`src/rtl/selmap_fifo_pkg.sv`:
```
// Shared constants, flag decode and elaboration-time parameter checks for the
// SelectMAP single-clock FIFO.
`ifndef SELMAP_FIFO_PKG_SV
`define SELMAP_FIFO_PKG_SV

// Elaboration-time guard: instantiates a labelled block that raises $error when cond is false.
`define SELMAP_FIFO_PARAM_CHECK(label, cond, msg) \
    if (!(cond)) begin : label \
        $error(msg); \
    end

package selmap_fifo_pkg;

    localparam int FIFO_MODE_STD  = 0;
    localparam int FIFO_MODE_FWFT = 1;

    typedef struct packed {
        logic full;
        logic empty;
        logic almost_full;
        logic almost_empty;
    } fifo_flags_t;

    function automatic bit is_pow2(input int value);
        return (value > 0) && ((value & (value - 1)) == 0);
    endfunction

    function automatic fifo_flags_t decode_flags(input int lvl, input int depth,
                                                 input int af_thresh, input int ae_thresh);
        fifo_flags_t f;
        f.full         = (lvl == depth);
        f.empty        = (lvl == 0);
        f.almost_full  = (lvl >= af_thresh);
        f.almost_empty = (lvl <= ae_thresh);
        return f;
    endfunction

endpackage

`endif

```
`src/rtl/selmap_fifo_ram.sv`:
```
// Simple dual-port storage for the SelectMAP FIFO: synchronous write, read port
// either registered (REG_OUT=1) or combinational (REG_OUT=0).
module selmap_fifo_ram #(
    parameter int DATA_WIDTH = 32,
    parameter int DEPTH      = 16,
    parameter int REG_OUT    = 1,
    localparam int ADDR_WIDTH = $clog2(DEPTH)
) (
    input  logic                  clk,
    input  logic                  rst,
    input  logic                  wr_en,
    input  logic [ADDR_WIDTH-1:0] wr_addr,
    input  logic [DATA_WIDTH-1:0] wr_data,
    input  logic                  rd_en,
    input  logic [ADDR_WIDTH-1:0] rd_addr,
    output logic [DATA_WIDTH-1:0] rd_data
);

    logic [DATA_WIDTH-1:0] mem [DEPTH];

    always_ff @(posedge clk) begin
        if (wr_en) begin
            mem[wr_addr] <= wr_data;
        end
    end

    if (REG_OUT != 0) begin : g_reg_out
        logic [DATA_WIDTH-1:0] rd_data_p1;

        // Read stage boundary: output register holds the last word read until the next read.
        always_ff @(posedge clk) begin
            if (rst) begin
                rd_data_p1 <= '0;
            end else if (rd_en) begin
                rd_data_p1 <= mem[rd_addr];
            end
        end

        assign rd_data = rd_data_p1;
    end else begin : g_async_out
        logic unused_ctrl;
        assign unused_ctrl = ^{rst, rd_en};
        assign rd_data     = mem[rd_addr];
    end

endmodule

```
`src/rtl/selmap_sync_fifo.sv`:
```
// Single-clock FIFO between the AXI side and the SelectMAP engine, with standard
// or first-word-fall-through reads, fill level, threshold flags and sticky errors.
module selmap_sync_fifo
    import selmap_fifo_pkg::*;
#(
    parameter int DATA_WIDTH = 32,
    parameter int FIFO_DEPTH = 16,
    parameter int FWFT       = FIFO_MODE_STD,
    parameter int AF_THRESH  = 12,
    parameter int AE_THRESH  = 4,
    localparam int ADDR_WIDTH = $clog2(FIFO_DEPTH)
) (
    input  logic                  clk,
    input  logic                  rst,
    input  logic [DATA_WIDTH-1:0] wr_data,
    input  logic                  wr_en,
    input  logic                  rd_en,
    input  logic                  err_clr,
    output logic [DATA_WIDTH-1:0] rd_data,
    output logic                  rd_data_valid,
    output logic                  full,
    output logic                  empty,
    output logic                  almost_full,
    output logic                  almost_empty,
    output logic [ADDR_WIDTH:0]   level,
    output logic                  overflow,
    output logic                  underflow
);

    `SELMAP_FIFO_PARAM_CHECK(g_chk_depth, is_pow2(FIFO_DEPTH) && (FIFO_DEPTH >= 2),
                             "FIFO_DEPTH must be a power of two and at least 2")
    `SELMAP_FIFO_PARAM_CHECK(g_chk_mode, (FWFT == FIFO_MODE_STD) || (FWFT == FIFO_MODE_FWFT),
                             "FWFT must be 0 or 1")
    `SELMAP_FIFO_PARAM_CHECK(g_chk_af, (AF_THRESH >= 1) && (AF_THRESH <= FIFO_DEPTH - 1),
                             "AF_THRESH must be in 1..FIFO_DEPTH-1")
    `SELMAP_FIFO_PARAM_CHECK(g_chk_ae, (AE_THRESH >= 0) && (AE_THRESH <= FIFO_DEPTH - 1),
                             "AE_THRESH must be in 0..FIFO_DEPTH-1")

    logic [ADDR_WIDTH-1:0] wr_ptr;
    logic [ADDR_WIDTH-1:0] rd_ptr;
    logic [ADDR_WIDTH:0]   level_q;
    logic                  overflow_q;
    logic                  underflow_q;
    logic                  wr_acc;
    logic                  rd_acc;
    fifo_flags_t           flags;

    // All status is decoded from the registered level, so it lags the accepting edge by one cycle.
    assign flags  = decode_flags(int'(level_q), FIFO_DEPTH, AF_THRESH, AE_THRESH);
    assign wr_acc = wr_en && !flags.full;
    assign rd_acc = rd_en && !flags.empty;

    always_ff @(posedge clk) begin
        if (rst) begin
            wr_ptr  <= '0;
            rd_ptr  <= '0;
            level_q <= '0;
        end else begin
            if (wr_acc) begin
                wr_ptr <= wr_ptr + 1'b1;
            end
            if (rd_acc) begin
                rd_ptr <= rd_ptr + 1'b1;
            end
            case ({wr_acc, rd_acc})
                2'b10:   level_q <= level_q + 1'b1;
                2'b01:   level_q <= level_q - 1'b1;
                default: level_q <= level_q;
            endcase
        end
    end

    // A fresh rejection wins over a same-cycle clear so no error event is ever lost.
    always_ff @(posedge clk) begin
        if (rst) begin
            overflow_q  <= 1'b0;
            underflow_q <= 1'b0;
        end else begin
            if (wr_en && flags.full) begin
                overflow_q <= 1'b1;
            end else if (err_clr) begin
                overflow_q <= 1'b0;
            end
            if (rd_en && flags.empty) begin
                underflow_q <= 1'b1;
            end else if (err_clr) begin
                underflow_q <= 1'b0;
            end
        end
    end

    selmap_fifo_ram #(
        .DATA_WIDTH (DATA_WIDTH),
        .DEPTH      (FIFO_DEPTH),
        .REG_OUT    ((FWFT == FIFO_MODE_FWFT) ? 0 : 1)
    ) u_ram (
        .clk     (clk),
        .rst     (rst),
        .wr_en   (wr_acc),
        .wr_addr (wr_ptr),
        .wr_data (wr_data),
        .rd_en   (rd_acc),
        .rd_addr (rd_ptr),
        .rd_data (rd_data)
    );

    if (FWFT == FIFO_MODE_FWFT) begin : g_fwft
        assign rd_data_valid = !flags.empty;
    end else begin : g_std
        logic vld_p1;

        // Read stage boundary: valid pulses alongside the registered RAM output.
        always_ff @(posedge clk) begin
            if (rst) begin
                vld_p1 <= 1'b0;
            end else begin
                vld_p1 <= rd_acc;
            end
        end

        assign rd_data_valid = vld_p1;
    end

    assign full         = flags.full;
    assign empty        = flags.empty;
    assign almost_full  = flags.almost_full;
    assign almost_empty = flags.almost_empty;
    assign level        = level_q;
    assign overflow     = overflow_q;
    assign underflow    = underflow_q;

endmodule
```
`config.mk`:
```
export PLATFORM = sky130hd
export DESIGN_NAME = selmap_sync_fifo
export DESIGN_NICKNAME = d
export VERILOG_FILES = /design/src/rtl/selmap_fifo_pkg.sv /design/src/rtl/selmap_fifo_ram.sv /design/src/rtl/selmap_sync_fifo.sv
export SDC_FILE = /design/constraint.sdc
export NUM_CORES = 1
export LEC_CHECK = 0
export ABC_AREA = 1
export CAP_MARGIN = 10
export CORE_UTILIZATION = 55
export CTS_CLUSTER_DIAMETER = 200
export DETAILED_ROUTE_END_ITERATION = 8
export PLACE_DENSITY = 0.75
export SETUP_SLACK_MARGIN = 0.3
export SYNTH_ARGS = -nofsm -noshare
export SYNTH_HDL_FRONTEND = slang
export SYNTH_SLANG_ARGS = --single-unit
```
`constraint.sdc`:
```
create_clock -name clk -period 3 [get_ports clk]
set_input_delay 0.45 -clock clk [delete_from_list [all_inputs] [get_ports clk]]
set_output_delay 0.45 -clock clk [all_outputs]
set_load 0.05 [all_outputs]
```
==> flow_summary_export.csv <==
group,metric,value,unit
grt,grt_pass1_wl,86.7,mm
timing,min_period,2.43,ns
grt,antenna_found_initial,1,
job,cap_viol_max_count,0,
clock_tree,clockBufferDepth,3,
worst_hold_path,hold_path_class,"in -> reg",
setup_path,worstSetupEndpointType,"primary output",
floorplan,start_util,56.1,%
finish,drive_gt1_share,6.90,%
synth,yosysWarnings,0,
finish,utilization,63.8,%
clock_tree,clk_latency,0.63,ns
floorplan,fp.dieW,210,um
setup_path,path_class,"reg -> out",
placed_design,post-dp-hpwl,29.7,mm
timing,finalCritPeriodShare,80.9,%
synth,yosysSeqAreaShare,69.0,%
timing,finalSetupTns,0,ns
run_status,outcome,"complete, no violations",
clock_tree,clkSinkCount,560,
synth,synth_cells,2287,
grt,grt_use_met3,3.76,%
drt,dr_total_vias,16100,
floorplan,boundaryPins,81,
synth,ys_ff_latch,560,
timing,slew_violations,0,
synth,syn_area_per_cell,10.4,um2
finish,mostFrequentLayoutCells,"nand2_1 (715), edfxtp_1 (512), nand3_1 (360)",
floorplan,std_cell_rows,75,
power,ir_drop,0.657,mV
finish,final_common_cell,"nand2_1",
grt,grt_pass1_vias,15800,
timing,setup_viol,0,
power,pwr-share-comb,27.3,%
floorplan,dieArea,43900,um2
clock_tree,cts_setup_buffers,0,
finish,syn2layout_area_growth,13.7,%
drt,drt-vias-per-instance,5.46,
synth,synthAdderAreaFrac,0.423,%
timing,max_slew.worst_pin.slew,1.08,ns
clock_tree,cts_root_buf,"clkbuf_16",
timing,max-slew-margin-rel,28.3,%
placed_design,dp.cells,2841,
clock_tree,holdBufCountCts,0,
drt,ant_nets,0,
power,power_frac_seq,41.6,%
drt,post-route-drc-count,0,
grt,use_met1,34.0,%
synth,synth_area,23700,um2
clock_tree,clk_pin_slew,0.06,ns
drt,firstDrtPassIters,5,
power,leakagePower,11.2,nW
power,power_density,815,nW/um2
synth,synthMuxAreaShare,0,%
placed_design,port_buffers,80,
power,p_total,21.9,mW
synth,synth_top_family_by_area,"simple AND/OR/NAND/NOR gates",
setup_path,crit_fanout,4,
timing,rsz0062_at_grt,"no",
setup_path,required,2.55,ns
setup_path,crit_arrival,1.98,ns
synth,synth.distinct_cells,24,
power,swShare,33.4,%
synth,synth_fp_nets,2332,
timing,finClkSkew,0.0198,ns
drt,wl,55.7,mm
clock_tree,cts_buffers,55,
power,netSwitchingPower,7.32,mW
clock_tree,htreeDepth,2,
placed_design,place_ws,0.541,ns
synth,synth_compound_area_share,1.30,%
finish,nFillCells,3168,
drt,wl_per_cell,18.9,um
grt,grt_start_max_net_pins,194,
floorplan,core,42200,um2
placed_design,place_congestion,0.827,
clock_tree,tritoncts,"yes",
grt,gr-max-usage-layer,"met2",
drt,drt_iter0_markers,1676,
timing,fmax,412,MHz
grt,grt-ovfl-total,0,
grt,globalRouteTotalUtil,25.9,%
synth,synth_xor_area_share,0.185,%
finish,nets,2404,
floorplan,die_h,210,um
synth,synthSimpleGateAreaFrac,21.2,%
timing,hold_viol,0,
setup_path,worstSetupStartpointType,"flip-flop",
timing,worst_slack,0.572,ns
grt,use_met2,43.6,%
finish,instances_no_fill,2945,
power,pwr-share-clk,31.1,%
power,p_int,14.6,mW
-- worst paths after layout --
check                               start       endpoint  slack [ns]  cells past startpoint
worst min register to register  underflow      underflow        0.48                      2
worst min-delay path                  rst  rd_data_valid        0.36                      2
worst max register to register   level[0]       level[4]        0.67                     16
worst max-delay path             level[0]           full        0.57                      6
-- layer usage --
| metal | share of wire, % | wire, um |
|---|---|---|
| met5 | 0 | 0 |
| met4 | 3.3 | 1850 |
| met3 | 8.1 | 4530 |
| met2 | 48 | 27000 |
| met1 | 40 | 22300 |
-- synth_stat cells --
cell type	n	area [um2]
edfxtp_1	512	15400
nor2_1	137	514
o211ai_1	5	37.5
clkbuf_1	27	101
a211oi_1	1	7.51
buf_2	55	275
nand3_2	1	10.0
a21oi_1	13	65.1
nand2_1	715	2680
nand3_1	360	1800
nor2_2	1	6.26
ha_1	8	100
buf_6	16	180
inv_2	4	15.0
nand2_2	2	12.5
o21ai_1	3	15.0
o21ai_0	35	175
dfxtp_1	48	961
inv_1	316	1190
clkinv_1	2	7.51
a21boi_0	1	7.51
buf_1	11	41.3
xor2_1	5	43.8
buf_4	9	67.6
-- critical path, stage by stage (launching register included) --
cell and delay (ns):
dfxtp_1 0.34, clkinv_1 0.08, nand2_1 0.08, nor2_2 0.13, nand3_1 0.12, inv_1 0.09
dlygate4sd2_1 0.52
-- layout make-up --
| type | instances | area (um2) | share of cell area (%) |
|---|---|---|---|
| antenna | 1 | 2.50 | 0.00929 |
| tap | 539 | 674 | 2.50 |
| multi-input combinational | 1287 | 5600 | 20.8 |
| clock inverter | 28 | 272 | 1.01 |
| clock buffer | 75 | 1520 | 5.65 |
| sequential | 560 | 16300 | 60.7 |
| timing repair buffer | 133 | 1310 | 4.86 |
| inverter | 322 | 1220 | 4.51 |
-- sequential cells by signal, summed over array words and instances, names as in the netlist --
name	count
u_ram.mem	512
underflow	1
overflow	1
rd_ptr	4
u_ram.rd_data	32
level	5
rd_data_valid	1
wr_ptr	4
-- power groups by stage --
stage | Clock, mW | Combinational, mW | Sequential (mW)
floorplan | 0 | 3.66 | 9.93
finish | 6.82 | 5.98 | 9.14
CTS | 6.91 | 5.99 | 9.14
global placement | 0 | 5.82 | 9.29
detailed placement | 0 | 5.94 | 9.30
global route | 7.19 | 6.56 | 9.17
-- metrics by stage --
stage / hold WS (ns) / area (um2)
2_1_floorplan: 0.472 / 23700
6_report: 0.363 / 26900
5_1_grt: 0.384 / 26900
3_3_place_gp: 0.452 / 25100
3_5_place_dp: 0.473 / 25100
4_1_cts: 0.346 / 26900
-- cell families after synthesis --
group / Yosys count
AOI/OAI and AO/OA: 58
xor gates and xnor gates: 5
adders and majority gates: 8
buffers and inverters: 440
DFF: 560
and+or+nand+nor: 1216
-- repair_timing --
action                                  in CTS  in global routing
pin swaps                                    0                  0
endpoints found under the setup margin       2                  2
gates resized for setup                      2                  2
Note: power is estimated with default switching activity, not from simulation.
